$ cat src/rtl/muldiv_hilo_if.sv
// muldiv_hilo_if: decode/operand request bus and HI/LO read-back for the muldiv unit
interface muldiv_hilo_if #(parameter int WIDTH = 32);
  logic             muldiv_op;
  logic             mul0_div1_sel;
  logic             hilo_mov_op;
  logic             hi0_lo1_sel;
  logic [WIDTH-1:0] a;
  logic [WIDTH-1:0] b;
  logic [WIDTH-1:0] hilo_rd;
  logic             busy;
  logic             stall;
  modport master (output muldiv_op, mul0_div1_sel, hilo_mov_op, hi0_lo1_sel, a, b,
                  input hilo_rd, busy, stall);
  modport slave (input muldiv_op, mul0_div1_sel, hilo_mov_op, hi0_lo1_sel, a, b,
                 output hilo_rd, busy, stall);
endinterface

$ cat src/rtl/muldiv_hilo_unit.sv
// muldiv_hilo_unit: iterative MULTU/DIVU engine with HI/LO registers and hazard stall.
// Define MUL_SINGLE_CYCLE_EN to commit multiplies in one cycle at the accept edge.
module muldiv_hilo_unit #(parameter int WIDTH = 32) (
  input logic           clk,
  input logic           rst,
  muldiv_hilo_if.slave  s
);
  localparam int CW = $clog2(WIDTH);
  localparam logic [0:0] IDLE = 1'b0;
  localparam logic [0:0] RUN = 1'b1;
  localparam logic [CW-1:0] LAST = CW'(WIDTH - 1);
  logic [0:0] state_q, state_d;
  logic [CW-1:0] count_q, count_d;
  logic [2*WIDTH-1:0] acc_q, acc_d;
  logic [WIDTH-1:0] a_q, a_d, b_q, b_d, hi_q, hi_d, lo_q, lo_d;
  logic div_q, div_d;
  logic busy, start, fast_mul;
  logic [2*WIDTH-1:0] fast_prod, mul_next, div_next;
  logic [WIDTH:0] mul_sum, div_shift, div_diff;
  logic div_ge;
`ifdef MUL_SINGLE_CYCLE_EN
  assign fast_mul = !s.mul0_div1_sel;
  assign fast_prod = {{WIDTH{1'b0}}, s.a} * {{WIDTH{1'b0}}, s.b};
`else
  assign fast_mul = 1'b0;
  assign fast_prod = '0;
`endif
  assign busy = state_q == RUN;
  assign start = !busy && s.muldiv_op;
  // multiply: acc = {partial, multiplier}, add multiplicand on LSB then shift right
  assign mul_sum = {1'b0, acc_q[2*WIDTH-1:WIDTH]} + {1'b0, acc_q[0] ? a_q : {WIDTH{1'b0}}};
  assign mul_next = {mul_sum, acc_q[WIDTH-1:1]};
  // divide: acc = {remainder, dividend/quotient}, restoring step per cycle
  assign div_shift = acc_q[2*WIDTH-1:WIDTH-1];
  assign div_ge = div_shift >= {1'b0, b_q};
  assign div_diff = div_shift - {1'b0, b_q};
  assign div_next = {div_ge ? div_diff[WIDTH-1:0] : div_shift[WIDTH-1:0], acc_q[WIDTH-2:0], div_ge};
  always_comb begin
    state_d = state_q;
    count_d = count_q;
    acc_d = acc_q;
    a_d = a_q;
    b_d = b_q;
    div_d = div_q;
    hi_d = hi_q;
    lo_d = lo_q;
    if (start && fast_mul) begin
      {hi_d, lo_d} = fast_prod;
    end else if (start) begin
      state_d = RUN;
      count_d = '0;
      a_d = s.a;
      b_d = s.b;
      div_d = s.mul0_div1_sel;
      acc_d = {{WIDTH{1'b0}}, s.mul0_div1_sel ? s.a : s.b};
    end else if (busy) begin
      acc_d = div_q ? div_next : mul_next;
      count_d = count_q + 1'b1;
      if (count_q == LAST) begin
        state_d = IDLE;
        {hi_d, lo_d} = acc_d;
      end
    end
  end
  always_ff @(posedge clk) begin
    if (rst) begin
      state_q <= IDLE;
      count_q <= '0;
      acc_q <= '0;
      a_q <= '0;
      b_q <= '0;
      div_q <= 1'b0;
      hi_q <= '0;
      lo_q <= '0;
    end else begin
      state_q <= state_d;
      count_q <= count_d;
      acc_q <= acc_d;
      a_q <= a_d;
      b_q <= b_d;
      div_q <= div_d;
      hi_q <= hi_d;
      lo_q <= lo_d;
    end
  end
  assign s.busy = busy;
  assign s.stall = busy && (s.muldiv_op || s.hilo_mov_op);
  assign s.hilo_rd = s.hi0_lo1_sel ? lo_q : hi_q;
endmodule

$ cat src/flat_wrapper.sv
// flat-port wrapper written by rule: the top's interface ports become plain ports
module muldiv_hilo_unit_flat 
#(parameter int WIDTH = 32)
  (clk, rst, s_muldiv_op, s_mul0_div1_sel, s_hilo_mov_op, s_hi0_lo1_sel, s_a, s_b, s_hilo_rd, s_busy, s_stall);
  muldiv_hilo_if #(.WIDTH(WIDTH)) s_i ();
  input logic clk;
  input logic rst;
  input wire logic [$bits(s_i.muldiv_op)-1:0] s_muldiv_op;
  input wire logic [$bits(s_i.mul0_div1_sel)-1:0] s_mul0_div1_sel;
  input wire logic [$bits(s_i.hilo_mov_op)-1:0] s_hilo_mov_op;
  input wire logic [$bits(s_i.hi0_lo1_sel)-1:0] s_hi0_lo1_sel;
  input wire logic [$bits(s_i.a)-1:0] s_a;
  input wire logic [$bits(s_i.b)-1:0] s_b;
  output wire logic [$bits(s_i.hilo_rd)-1:0] s_hilo_rd;
  output wire logic [$bits(s_i.busy)-1:0] s_busy;
  output wire logic [$bits(s_i.stall)-1:0] s_stall;
  assign s_i.muldiv_op = s_muldiv_op;
  assign s_i.mul0_div1_sel = s_mul0_div1_sel;
  assign s_i.hilo_mov_op = s_hilo_mov_op;
  assign s_i.hi0_lo1_sel = s_hi0_lo1_sel;
  assign s_i.a = s_a;
  assign s_i.b = s_b;
  assign s_hilo_rd = s_i.hilo_rd;
  assign s_busy = s_i.busy;
  assign s_stall = s_i.stall;
  muldiv_hilo_unit #(.WIDTH(WIDTH)) u_core (.clk(clk), .rst(rst), .s(s_i));
endmodule
$ cat config.mk
export PLATFORM = sky130hd
export DESIGN_NAME = muldiv_hilo_unit_flat
export DESIGN_NICKNAME = d
export VERILOG_FILES = /design/src/rtl/muldiv_hilo_if.sv /design/src/rtl/muldiv_hilo_unit.sv /design/src/flat_wrapper.sv
export SDC_FILE = /design/constraint.sdc
export NUM_CORES = 1
export LEC_CHECK = 0
export ABC_AREA = 1
export CAP_MARGIN = 20
export CORE_MARGIN = 5
export CORE_UTILIZATION = 45
export DETAILED_ROUTE_END_ITERATION = 12
export PLACE_DENSITY = 0.75
export RECOVER_POWER = 100
export SYNTH_ARGS = -nofsm -noshare
export SYNTH_HDL_FRONTEND = slang
export SYNTH_SLANG_ARGS = --single-unit
$ cat constraint.sdc
create_clock -name clk -period 4.8 [get_ports clk]
set_clock_uncertainty 0.15 [all_clocks]
set_input_delay 1.2 -clock clk [delete_from_list [all_inputs] [get_ports clk]]
set_output_delay 1.2 -clock clk [all_outputs]
set_load 0.01 [all_outputs]
Word level (Yosys, flattened, before mapping)
Index checks and enable logic that the tools add are counted.

$add $sub $neg: 3. $lt $le $gt $ge: 1. Eq/ne operators: 1. Multiplexer cells: 10. Bitwise logic cells: 1. Reductions and logical operators: 7.

Operators by type and width (number): 32-bit two-way mux (6); 64-bit two-way mux (1); 32-bit by 32-bit adder with 33-bit output (1); 33-bit by 32-bit >= comparator with 1-bit output (1); 32-bit subtractor (1); 5-bit by 1-bit adder with 5-bit output (second input constant) (1); 5-bit == test (second input constant) (1); 1-bit two-way mux (3); 3-bit AND reduction (1); 1-bit logical AND (2); 2-bit nonzero test (1); 2-bit OR reduction (1); 1-bit zero test (1); 1-bit logical OR (1); 1-bit NOT (1).

Register bits: 199. Input port bits: 70. Output and inout port bits: 34. Logic and storage cells: 32.

Logic depth before layout (Yosys ltp)
Gate-level depths: netlist of the first run.

Depth in word-level cells: 5. Mapped depth: 18. Gate-level depth less buffers: 18.

Least setup slack after synthesis of the first run
No wires, ideal clock.

Path type: input-to-output. Start point: in s_hi0_lo1_sel. End point: out s_hilo_rd[13]. Arrival time: 2.123 ns. Required time: 3.450 ns. Setup slack: 1.327 ns. Stages: 3. Buffers on the path: 2. Cell sequence: clkbuf_1 buf_1 mux2_2.

Cells in the longest elaborated chain, start to end: 1.

Ends and longest elaborated chain: start, declared (line flat_wrapper.sv:11) `input wire logic [$bits(s_i.hi0_lo1_sel)-1:0] s_hi0_lo1_sel;`; 32-bit two-way mux (line muldiv_hilo_unit.sv:88) `assign s.hilo_rd = s.hi0_lo1_sel ? lo_q : hi_q;`; end, declared (line flat_wrapper.sv:14) `output wire logic [$bits(s_i.hilo_rd)-1:0] s_hilo_rd;`.

No other way between the ends.

Worst setup path in the final report of the first run
Start point: in s_hi0_lo1_sel. End point: out s_hilo_rd[27].

The elaborated chain is that of the path after synthesis.

==> results.cfg, run 1 <==
[die]
initial_core_util_pct = 45.7
fp.dieW_microns = 186
io_pins = 104
num_rows = 64
dieArea_sq_um = 34700
core_area_sq_um = 30700
die_h_microns = 186

[sta]
whs_ns = 0.312
setup_viol = 0
max_freq_mhz = 232
final_max_slew_viol_count = 112
rsz0062_at_grt = no
fin_crit_ns = 4.31
tightest_slew_ns = 2.03
fin_setup_tns_ns = 0
max_slew_margin_pct = -35.2
hold_viol = 0
period_share_pct = 89.7

[routing]
wl_per_cell_microns = 18.0
drtIter0Drc = 1225
drc_errors = 0
viasPerCell = 5.41
antenna_left = 0
first_pass_iters = 6
via_count = 14900
totalWireLength_mm = 49.6

[logic_synthesis]
ys_seq_area_share_pct = 28.4
syn_avg_cell_area_sq_um = 6.07
synth_top_area_cell = dfxtp_1
synth_area_sq_um = 14000
synth.most_common_cell = nand2_1
ys_async_sr_fraction_pct = 0
netlist.area_leader.share_pct = 28.4
synth_edf_count = 0
synth_nets = 2444
ys_seq_elements = 199
synth_cell_types = 48
synth.area.top_cells = dfxtp_1, nand2_1, inv_1
synth_common_cells = nand2_1, inv_1, o21ai_0
syn_inst = 2306
synth-warning-count = 0
synthFlopType = dfxtp_1

[clocking]
cts_hold_buf = 0
root_buffer = clkbuf_16
post_cts_buffers = 0
numCtsBuffers = 17
htreeDepth = 4
clk_pin_slew_ns = 0.08
cts_buffer_depth = 2
cts_tree = built
clock_sinks = 199
clk_latency_ns = 0.45
ctsResizeCount = 0

[power_and_ir_drop]
p_per_area_nw_per_um2 = 295
p_leak_nw = 8.04
vdd_drop_max_uv = 253
finalPower_mw = 4.65

[layout]
syn2layout_area_growth_pct = 12.5
antennaDiodeCount = 0
seq_area_sq_um = 3990
final_area_sq_um = 15800
multi_input_area_sq_um = 7970
nets = 2489
final_core_util_pct = 51.4
drive_gt1_share_pct = 3.47
fill_cells = 3191

[placed_design]
globalplace.congestion = 0.973
placed_area_sq_um = 15200
dp_hpwl_mm = 38.4
numPortBuffers = 103

[global_route]
track_usage_pct = 27.4
grt_first_pass_wirelength_mm = 77.1
first_global_vias = 13900
grt_overflow = 0
antenna_found_initial = 0
grt_max_degree = 112

[worst_setup_path]
cp_data_required_time_ns = 3.45
worstSetupEndpointType = output port
arrival_ns = 2.96
critPathLaunchType = primary input
cp_max_fo = 51
worstSetupPathType = in -> out

[status]
outcome = complete, but fails checks
violations = max-capacitance violations, max-slew violations

[job]
cap_violations = 2

[hold_path]
hold_path.class = reg -> reg
## cells by family after synthesis
kind of cell	Yosys count	share of synthesized area, %
multiplexers	15	1.19
adder cells (fa/ha/maj)	68	6.18
XOR/XNOR	14	0.875
flip-flops	199	28.4
AND/OR/NAND/NOR	1038	31.1
buffers and inverters	502	14.2
AO/OA/AOI/OAI	470	18.0
## state kept, by name, summed over array words and instances (netlist names)
signal,flops
u_core.lo_q,32
u_core.hi_q,32
u_core.b_q,32
u_core.a_q,32
u_core.s.busy,1
u_core.count_q,5
u_core.div_q,1
u_core.acc_q,64
## through the flow
| stage | instances | setup slack (ns) |
|---|---|---|
| global route | 2760 | 0.383 |
| global placement | 2728 | 0.879 |
| CTS | 2760 | 0.841 |
| finish | 2760 | 0.493 |
| floorplan | 2306 | 1.33 |
| detailed placement | 2728 | 0.832 |
## layer usage
layer	vias to the layer above	GRT usage, %	share of wire (%)
met3	101	3.34	6.3
li1	7465	-	-
met1	6784	36.7	44
met4	0	11.8	4.5
met2	570	44.8	45
met5	-	0	0
## power breakdown
group          leakage (nW)  internal, mW  switching (mW)
clock network         0.290         0.750           0.748
logic                  6.12         0.442           0.922
registers              1.63          1.73          0.0548
total                  8.04          2.92            1.72
## worst paths after layout
check                                  to                         start  slack [ns]  cells past startpoint
max                         s_hilo_rd[27]                 s_hi0_lo1_sel        0.49                      4
min          u_core.hi_q[22]$_SDFFE_PP0P_  u_core.hi_q[22]$_SDFFE_PP0P_        0.31                      2
max reg2reg  u_core.hi_q[19]$_SDFFE_PP0P_    u_core.b_q[3]$_SDFFE_PP0P_        0.90                     17
min reg2reg  u_core.hi_q[22]$_SDFFE_PP0P_  u_core.hi_q[22]$_SDFFE_PP0P_        0.31                      2
## critical path, cell delays in order
cell	delay, ns
buf_2	0.07
clkbuf_2	0.73
mux2_2	0.42
clkdlybuf4s50_1	0.49
## placed cells by master (no fill, tap or decap), types with 11 or more instances in the layout
| master | instances |
|---|---|
| a21oi_1 | 172 |
| a22oi_1 | 11 |
| dlygate4sd3_1 | 17 |
| ha_1 | 66 |
| buf_4 | 16 |
| mux2_2 | 13 |
| a31oi_1 | 12 |
| dfxtp_1 | 198 |
| nor3_1 | 18 |
| nand3_1 | 167 |
| nand2_1 | 633 |
| nor2_1 | 171 |
| o22ai_1 | 34 |
| clkdlybuf4s50_1 | 85 |
| inv_1 | 403 |
| clkbuf_16 | 17 |
| nand4_1 | 26 |
| o21ai_0 | 214 |
## area by class of cell
| type | count | share of cell area [%] |
|---|---|---|
| Multi-Input combinational cell | 1605 | 50.6 |
| Sequential cell | 199 | 25.3 |
| Inverter | 405 | 9.65 |
| Timing Repair Buffer | 123 | 7.50 |
| Tap cell | 396 | 3.14 |
| Clock buffer | 17 | 2.70 |
| Clock inverter | 15 | 1.15 |
Power figures use the tool's default switching activity.
==> run 2, diff against run 1 <==
Settings changed: PLACE_DENSITY 0.75 to default, TNS_END_PERCENT from default to 5.
==> run 2 against run 1 <==
Against the previous run: flip-flop and latch count unchanged; utilization increased by 0.11 points; sequential share of layout area decreased by 0.052 points; register-to-register slack got worse by 0.02 ns; clock power about the same; clock-buffer cell count increased by 1; the run still ends with max-capacitance violations, max-slew violations left; non-clock buffer count unchanged.
==> results.cfg, run 2 (synthesis results as in run 1) <==
[status]
outcome = complete, but fails checks
violations = max-capacitance violations, max-slew violations

[layout]
layout_commonest_cell = nand2_1
fill_cells = 3263
largest_register = u_core.acc_q
largest_reg_flops = 64
syn2layout_area_growth_pct = 12.7
final_cell_mix = nand2_1, inv_1, o21ai_0
seq_area_sq_um = 3990
nets = 2489
multi_input_area_sq_um = 8030
drive_gt1_share_pct = 3.89
antennaDiodeCount = 0

[placed_design]
dp_hpwl_mm = 40.8
numPortBuffers = 103
globalplace.congestion = 0.988

[worst_setup_path]
r2r_cells = 7
cp_slowest_cell = clkbuf_2
worstSetupEndpointType = output port
cp_data_required_time_ns = 3.45
arrival_ns = 2.93
slowest_delay_ns = 0.72
crit_buf_inv = 3
cp_top_family = buffers and inverters
critPathLaunchType = primary input
worstSetupPathDepth = 4
crit_chain = buf_2 -> clkbuf_2 -> mux2_2 -> clkdlybuf4s50_1
cp_max_fo = 51
worstSetupPathType = in -> out

[sta]
fin_crit_ns = 4.28
hold_viol = 0
max_slew_margin_pct = -36.7
tightest_slew_ns = 2.05
rsz0062_at_grt = no
setup_viol = 0
final_max_slew_viol_count = 197
max_freq_mhz = 234
fin_setup_tns_ns = 0
period_share_pct = 89.2

[clocking]
htreeDepth = 4
ctsResizeCount = 0
root_buffer = clkbuf_16
post_cts_buffers = 0
cts_hold_buf = 0
cts_buffer_depth = 2
clock_sinks = 199
numCtsBuffers = 17
cts_tree = built
clk_latency_ns = 0.46
clk_pin_slew_ns = 0.08

[die]
num_rows = 64
fp.dieW_microns = 186
die_h_microns = 186
io_pins = 104
core_area_sq_um = 30700
initial_core_util_pct = 45.7
dieArea_sq_um = 34700

[routing]
first_pass_iters = 5
totalWireLength_mm = 52.3
wl_per_cell_microns = 19.0
antenna_left = 0
viasPerCell = 5.40
drc_errors = 0
via_count = 14900
drtIter0Drc = 1184

[global_route]
grt_max_degree = 112
grt_first_pass_wirelength_mm = 79.9
grt_overflow = 0
first_global_vias = 13900
track_usage_pct = 29.1
antenna_found_initial = 0

[power_and_ir_drop]
vdd_drop_max_uv = 257
p_per_area_nw_per_um2 = 297
finalPower_mw = 4.69
p_leak_nw = 8.04

[hold_path]
hold_path.class = reg -> reg
holdPathStages = 2

[job]
cap_violations = 2
-- run 2: stage by stage --
| stage | setup slack [ns] | area (sq um) | std cells | hold WS, ns | utilization (%) |
|---|---|---|---|---|---|
| after floorplan | 1.33 | 14000 | 2306 | 0.272 | - |
| after global placement | 0.885 | 15200 | 2728 | 0.291 | 49.6 |
| after detailed placement | 0.856 | 15200 | 2728 | 0.291 | 49.6 |
| after CTS | 0.852 | 15800 | 2760 | 0.307 | 51.6 |
| after global routing | 0.384 | 15800 | 2760 | 0.326 | 51.5 |
| final | 0.520 | 15800 | 2760 | 0.303 | 51.5 |
-- run 2: path summary, 6_finish.rpt --
path | start | to | slack [ns]
hold reg to reg | u_core.hi_q[25]$_SDFFE_PP0P_ | u_core.hi_q[25]$_SDFFE_PP0P_ | 0.30
hold / removal | u_core.hi_q[25]$_SDFFE_PP0P_ | u_core.hi_q[25]$_SDFFE_PP0P_ | 0.30
setup / recovery | s_hi0_lo1_sel | s_hilo_rd[27] | 0.52
setup reg to reg | u_core.s.busy$_SDFF_PP0_ | u_core.lo_q[24]$_SDFFE_PP0P_ | 0.88
-- run 2: layout make-up --
| cell class | count | area share (%) |
|---|---|---|
| multi-input combinational | 1605 | 50.8 |
| sequential | 199 | 25.2 |
| inverter | 405 | 9.63 |
| timing repair buffer | 123 | 7.30 |
| tap | 396 | 3.14 |
| clock buffer | 18 | 2.78 |
| clock inverter | 14 | 1.08 |
-- run 2: worst min-delay path, stage by stage (launching register included) --
cell and delay (ns):
dfxtp_1 0.31, nand2_1 0.06, nand2_1 0.04
-- run 2: where the power goes --
group          leakage [nW]  total, mW  switching (mW)  internal [mW]
combinational          6.12       1.40           0.949          0.446
sequential             1.63       1.79          0.0608           1.73
clock                 0.300       1.51           0.780          0.726
-- run 2: per-layer routing --
layer	GRT usage (%)	vias to the layer above	wire length, microns
li1	-	7449	-
met1	37.8	6884	22900
met2	48.7	478	24400
met3	4.26	90	2900
met4	11.3	0	2080
met5	0	-	0
==> run 3, diff against run 2 <==
Settings changed: SKIP_CTS_REPAIR_TIMING from default to 1.
Clock period 4.8 ns to 4.55 ns, I/O delays scaled along.
==> run 3 against run 2 <==
Against the previous run: the flow still finishes with violations (max-capacitance violations, max-slew violations); sequential share of layout area about the same; setup slack improved by 0.063 ns; clock power rose by 5%; critical path type unchanged; largest power group unchanged.
==> results.cfg, run 3 (synthesis results as in run 1) <==
[die]
dieArea_sq_um = 34700
die_h_microns = 186
initial_core_util_pct = 45.7
fp.dieW_microns = 186
core_area_sq_um = 30700
num_rows = 64
io_pins = 104

[power_and_ir_drop]
p_per_area_nw_per_um2 = 313
p_seq_share_pct = 38.1
combPwrFrac_pct = 29.9
p_sw_mw = 1.89
power_switching_share_pct = 38.3
clkPwrFrac_pct = 32.0
power.internal_mw = 3.05
vdd_drop_max_uv = 269
p_leak_nw = 8.11

[clocking]
clk_latency_ns = 0.47
numCtsBuffers = 17
root_buffer = clkbuf_16
cts_tree = built
clock_sinks = 199
clk_pin_slew_ns = 0.08
cts_buffer_depth = 2
htreeDepth = 4

[worst_setup_path]
r2r_start = u_core.s.busy$_SDFF_PP0_
cp_data_required_time_ns = 3.26
crit_start = s_hi0_lo1_sel
slowest_delay_ns = 0.61
cp_slowest_cell = dlygate4sd3_1
arrival_ns = 2.68
cp_max_fo = 51
worstSetupEndpointType = output port
critPathLaunchType = primary input
worstSetupPathType = in -> out
crit_chain = buf_2 -> buf_4 -> mux2_2 -> dlygate4sd3_1

[routing]
wl_per_cell_microns = 19.0
drtIter0Drc = 1215
via_count = 14800
first_pass_iters = 6
met1_length_mm = 23.1
totalWireLength_mm = 52.4
met3_length_mm = 2.58
antenna_left = 0
viasPerCell = 5.35
drc_errors = 0
topRoutingLayerUsed = met4
routed-wl-met2_mm = 24.3

[sta]
tightest_slew_ns = 2.04
max_slew_margin_pct = -35.7
fin_setup_tns_ns = 0
max_freq_mhz = 252
setup_viol = 0
period_share_pct = 87.2
rsz0062_at_grt = no
fin_crit_ns = 3.97
hold_viol = 0
whs_ns = 0.307
final_max_slew_viol_count = 197

[layout]
antennaDiodeCount = 0
final_cell_mix = nand2_1, inv_1, o21ai_0
layout_commonest_cell = nand2_1
syn2layout_area_growth_pct = 12.6
nets = 2488
drive_gt1_share_pct = 3.85
largest_reg_flops = 64
largest_register = u_core.acc_q
fill_cells = 3288

[global_route]
antenna_found_initial = 0
grt_max_degree = 112
grt_first_pass_wirelength_mm = 79.7
track_usage_pct = 29.2
first_global_vias = 13900
grt_overflow = 0

[job]
cap_violations = 2

[placed_design]
globalplace.congestion = 0.952
numPortBuffers = 103
dp_hpwl_mm = 41.0

[status]
violations = max-capacitance violations, max-slew violations
outcome = complete, but fails checks

[hold_path]
hold_path.class = reg -> reg
min_from = u_core.hi_q[27]$_SDFFE_PP0P_
## run 3: cell types whose count changed in the layout (fill, tap and decap cells not counted), sizes merged
| cell | change |
|---|---|
| dlygate4sd3 | +22 |
| clkbuf | -2 |
| inv | -1 |
| clkinv | +1 |
| clkdlybuf4s50 | -22 |
| buf | +1 |
## run 3: critical path: cells and delay by family
family | cells | cell delay (ns)
multiplexers | 1 | 0.40
buffers and inverters | 3 | 1.10
## run 3: cell type report
cell class / count / area (sq um) / area share [%]
Sequential cell: 199 / 3990 / 25.3
Inverter: 405 / 1520 / 9.64
Tap cell: 396 / 495 / 3.14
Clock buffer: 18 / 429 / 2.72
Clock inverter: 14 / 170 / 1.08
Multi-Input combinational cell: 1605 / 8020 / 50.8
Timing Repair Buffer: 122 / 1150 / 7.31
## run 3: per-layer routing
layer,track usage (%),vias up
met5,0,-
met4,13.4,0
met3,4.07,86
met2,48.5,431
met1,37.5,6805
li1,-,7434
## run 3: power by group through the flow
stage / combinational (mW) / sequential (mW) / clock (mW)
after floorplan: 1.03 / 1.90 / 0
after global placement: 1.45 / 1.92 / 0
after detailed placement: 1.46 / 1.92 / 0
after CTS: 1.47 / 1.88 / 1.60
after global routing: 1.63 / 1.89 / 1.66
final: 1.48 / 1.88 / 1.58
## run 3: path summary, 6_finish.rpt
check | endpoint | slack (ns) | depth (start not counted)
setup reg to reg | u_core.hi_q[8]$_SDFFE_PP0P_ | 0.74 | 6
hold reg to reg | u_core.hi_q[27]$_SDFFE_PP0P_ | 0.31 | 2
hold / removal | u_core.hi_q[27]$_SDFFE_PP0P_ | 0.31 | 2
setup / recovery | s_hilo_rd[27] | 0.58 | 4
## run 3: through the flow
stage / cell area, sq um / total power, mW / worst slack (ns) / util [%] / cells
CTS: 15800 / 4.95 / 0.711 / 51.6 / 2759
detailed placement: 15200 / 3.38 / 0.714 / 49.6 / 2727
global placement: 15200 / 3.37 / 0.761 / 49.6 / 2727
floorplan: 14000 / 2.93 / 1.20 / - / 2306
finish: 15800 / 4.94 / 0.583 / 51.4 / 2759
global route: 15800 / 5.19 / 0.443 / 51.4 / 2759
==> patch 1 (config.mk and constraints of run 1) <==
`WIDTH` is set to 32 in 3 places; all go to 16.
--- a/src/rtl/muldiv_hilo_if.sv
+++ b/src/rtl/muldiv_hilo_if.sv
@@ -1,4 +1,4 @@
 // muldiv_hilo_if: decode/operand request bus and HI/LO read-back for the muldiv unit
-interface muldiv_hilo_if #(parameter int WIDTH = 32);
+interface muldiv_hilo_if #(parameter int WIDTH = 16);
   logic             muldiv_op;
   logic             mul0_div1_sel;
--- a/src/rtl/muldiv_hilo_unit.sv
+++ b/src/rtl/muldiv_hilo_unit.sv
@@ -1,5 +1,5 @@
 // muldiv_hilo_unit: iterative MULTU/DIVU engine with HI/LO registers and hazard stall.
 // Define MUL_SINGLE_CYCLE_EN to commit multiplies in one cycle at the accept edge.
-module muldiv_hilo_unit #(parameter int WIDTH = 32) (
+module muldiv_hilo_unit #(parameter int WIDTH = 16) (
   input logic           clk,
   input logic           rst,
--- a/src/flat_wrapper.sv
+++ b/src/flat_wrapper.sv
@@ -1,5 +1,5 @@
 // flat-port wrapper written by rule: the top's interface ports become plain ports
 module muldiv_hilo_unit_flat 
-#(parameter int WIDTH = 32)
+#(parameter int WIDTH = 16)
   (clk, rst, s_muldiv_op, s_mul0_div1_sel, s_hilo_mov_op, s_hi0_lo1_sel, s_a, s_b, s_hilo_rd, s_busy, s_stall);
   muldiv_hilo_if #(.WIDTH(WIDTH)) s_i ();
Ports: changed (resized s_a, s_b and s_hilo_rd); port bits go from 104 to 56. The function was not compared with the original's and may differ.
==> patch 1 against run 1 <==
Area after synthesis is 52% lower. Maximum frequency up 2.6%. Cell area fell by 51%. Worst setup slack improved by 110 ps. Sequential cell count fell by 97. Wire length shrank 60%. The run still ends with max-capacitance violations, max-slew violations left. Global-route usage down 5.1 points. Total power down 51%.
==> patch 1: results (changes against run 1) <==
- Vias in the first global route: 5975 (-57%)
- Clock Latency Late Sink: 360 ps (-90 ps)
- CP peak stage delay: 600 ps (-130 ps)
- Critical path capture point type: primary output
- Fill cell count: 1460 (-54%)
- First-pass GRT wire length: 31500 µm (-59%)
- Post-CTS Setup Bufs: 0 (unchanged)
- Placer congestion estimate: 0.950 (-2.4%)
- Hold worst-path end: u_core.hi_q[13]
- I/O Buffers: 55 (-47%)
- Min-delay worst type: reg2reg
- Synth warnings: 0 (unchanged)
- Post-synth top cells: 305 x nand2_1, 166 x inv_1, 120 x nor2_1
- Worst flop-to-flop path endpoint: u_core.acc_q[23]
- Clock Tree Root: clkbuf_16
- Reg-to-reg startpoint: u_core.s.busy
- Status: finished with violations
- Clk pin slew, worst setup/hold paths: 70 ps
- Async S/R FF share, synth: 0% (unchanged)
- Slew @ Worst Pin: 1510 ps (-517 ps)
- Largest net degree at the start of global routing: 55 (-51%)
- Via count: 6850 (-54%)
- Leakage power: 4.00 nW (-50%)
- Crit path from: s_hi0_lo1_sel
- Largest Register: u_core.acc_q
- Initial DRC count: 642 (-48%)
- Initial antenna violation count: 0 (unchanged)
- Hold Path Stages: 2 (unchanged)
- Ys flop type: dfxtp_1
- Gr usage total: 22.3% (-5.1 points)
- Num CTS Buffers: 9 (-8)
- Crit path DAT: 2850 ps (-110 ps)
- Max reg flops: 32 (-50%)
- Top Family by Delay on Critical Path: buffers and inverters
- Drt pass-1 iters: 7 (+1)
- R2R setup slack: 740 ps (-160 ps)
- Seq/Total Area, Yosys: 30.1% (+1.7 points)
- Fin nets: 1183 (-52%)
- Max cap viols: 1 (-1)
- CTS HTree Levels: 3 (-1)
- Fin. max-slew vios: 33 (-71%)
- CP max FO: 20 (-61%)
- DP HPWL: 15400 µm (-60%)
- Synth cell types: 40 (-17%)
- Ranking of synthesized cells by area: dfxtp_1 30%, nand2_1 17%, inv_1 9.2%, nor2_1 6.7%, ha_1 6.1%
- Reg2reg path depth: 10 (-7)
- Clock buffer depth: 2 (unchanged)
- Critical Path End: s_hilo_rd[13]
- Area share of the largest cell type after synthesis: 30.1% (+1.7 points)
- Post-CTS resize count: 0 (unchanged)
- CP max-delay cell: dlygate4sd3_1
- Diode count: 0 (unchanged)
- VDD IR max: 180 µV (-29%)
- Failing checks: max-capacitance violations, max-slew violations
- Hold path startpoint: u_core.hi_q[13]
- Share of cells above drive strength 1: 5.56% (+2.1 points)
- WL/cell: 15.4 µm (-14%)
## patch 1: metrics by stage
stage / hold slack (ps) / util (%) / setup slack (ps) / cells / instance area [µm²]
detailed placement: 290 / 50.6 / 719 / 1283 / 7400
CTS: 305 / 52.6 / 718 / 1299 / 7710
finish: 303 / 52.5 / 601 / 1299 / 7690
global route: 320 / 52.5 / 412 / 1299 / 7690
global placement: 298 / 50.6 / 732 / 1283 / 7400
floorplan: 272 / - / 1530 / 1079 / 6770
## patch 1: report_power, final
part | switching [mW] | internal (mW) | leakage, nW
Sequential | 0.0308 | 0.887 | 0.834
Combinational | 0.405 | 0.211 | 3.02
Clock | 0.361 | 0.381 | 0.149
Total | 0.797 | 1.48 | 4.00
## patch 1: final cells by class
type | instances | area, µm² | area share, %
clock buffer | 10 | 239 | 3.11
clock inverter | 6 | 67.6 | 0.878
inverter | 170 | 638 | 8.29
multi-input combinational | 765 | 3890 | 50.5
sequential | 102 | 2040 | 26.5
tap | 184 | 230 | 2.99
timing repair buffer | 62 | 589 | 7.66
## patch 1: cell families after synthesis
group	count (synthesis)	share of synthesized area [%]
AND/OR/NAND/NOR	540	34.0
buffers and inverters	212	12.5
AO/OA/AOI/OAI	174	14.2
flip-flops	102	30.1
adder cells (fa/ha/maj)	35	6.69
multiplexers	12	2.00
XOR/XNOR	4	0.517
## patch 1: routing by layer
layer  part of all wire [%]  vias to the layer above  global-route usage, %  routed length, µm
li1                       -                     3497                      -                  -
met3                    7.2                       22                   3.34               1450
met4                    2.1                        0                   6.47                414
met1                     46                     3062                   32.4               9190
met5                      0                        -                      0                  0
met2                     45                      269                   34.2               8890
## patch 1: worst min-delay path, cell delays in order (launching register included)
cell and delay [ps]:
dfxtp_1 310, nand2_1 60, nand2_1 40
==> patch 2 (config.mk and constraints of run 1) <==
Without the edit above. Reset style: asynchronous (`rst`), changed in one clocked block.
--- a/src/rtl/muldiv_hilo_unit.sv
+++ b/src/rtl/muldiv_hilo_unit.sv
@@ -63,5 +63,5 @@
     end
   end
-  always_ff @(posedge clk) begin
+  always_ff @(posedge clk or posedge rst) begin
     if (rst) begin
       state_q <= IDLE;
Formal check against the unedited RTL: differs if rst is asserted again (counterexample within 4 cycles, from zero or initial values and one cycle with rst high); with rst held inactive, the same outputs for 10 cycles.
==> patch 2 against run 1 <==
The flow still finishes with violations (max-capacitance violations, max-slew violations). First-iteration DRC count increased by 7.8%. Worst setup slack better by 2.7 ps. Wire length rose by 0.88%. Area after synthesis up 2.7%. Cell area up 2.5%. Critical path type unchanged. Critical endpoint is now s_hilo_rd[18]. Sequential share of layout area grew 5.6 points. Die area up 2.5%. Sequential cell count unchanged. Count of clock-buffer cells in the layout grew 1. Register-to-register slack lost 380 ps.
Power is not compared: it rests on default switching activity, and its combinational part moved more than twofold at a synthesized area within 25%.
==> patch 2: results (changes against run 1) <==
- Failing checks: max-capacitance violations, max-slew violations
- Synth cell types: 44 (-8.3%)
- Max cap viols: 2 (unchanged)
- CP peak stage delay: 640 ps (-90 ps)
- Ranking of synthesized cells by area: dfrtp_1 35%, nand2_1 23%, inv_1 8.2%, nand3_1 6.2%, ha_1 5.7%
- Worst flop-to-flop path endpoint: u_core.hi_q[13]
- CP max-delay cell: dlygate4sd3_1
- Fin. max-slew vios: 123 (+9.8%)
- # placed instances: 2675 (-1.9%)
- Reg-to-reg startpoint: u_core.s.busy
- Metal2 WL: 22700 µm (+0.95%)
- Met3 routed WL: 2950 µm (-5.5%)
- Crit path DAT: 2950 ps (about the same)
- Fill cell count: 3188 (-0.094%)
- Critical Path End: s_hilo_rd[18]
- Routed wire length: 50000 µm (+0.88%)
- Gr usage total: 28.1% (+0.64 points)
- CP max FO: 42 (-18%)
- Vias in the first global route: 13900 (-0.44%)
- Initial antenna violation count: 1 (+1)
- Hold worst-path end: u_core.a_q[28]
- GRT met2 Usage: 45.3% (+0.54 points)
- Async S/R FF share, synth: 100% (+100 points)
- DP HPWL: 39700 µm (+3.5%)
- Slew @ Worst Pin: 2620 ps (+588 ps)
- Fin util: 51.2% (-0.19 points)
- Status: finished with violations
- Largest net degree at the start of global routing: 96 (-14%)
==> patch 2: cell types whose count changed after synthesis, moves of 9 or more <==
cell	before	now
nand2_1	628	892
inv_1	403	313
xor2_1	4	20
o21ai_0	213	152
dfrtp_1	0	199
a31oi_1	12	2
o22ai_1	34	0
nor2_1	171	120
a21oi_1	172	80
nand4_1	26	17
nand3_1	157	177
clkbuf_1	73	48
o21ai_1	1	12
dfxtp_1	199	0
==> patch 2: layout make-up <==
type                            instances  share of cell area (%)
Multi-Input combinational cell       1634                    48.2
Inverter                              322                    7.49
Clock buffer                           18                    2.66
Clock inverter                         13                   0.720
Tap cell                              402                    3.11
Sequential cell                       199                    30.8
Timing Repair Buffer                  118                    6.93
==> patch 2: cells by family after synthesis <==
logic type / synth area share [%]
fa+ha+maj: 6.02
mux: 0.600
flops: 34.6
compound gates: 9.75
simple gates: 36.2
buf+inv: 11.3
xor+xnor: 1.52
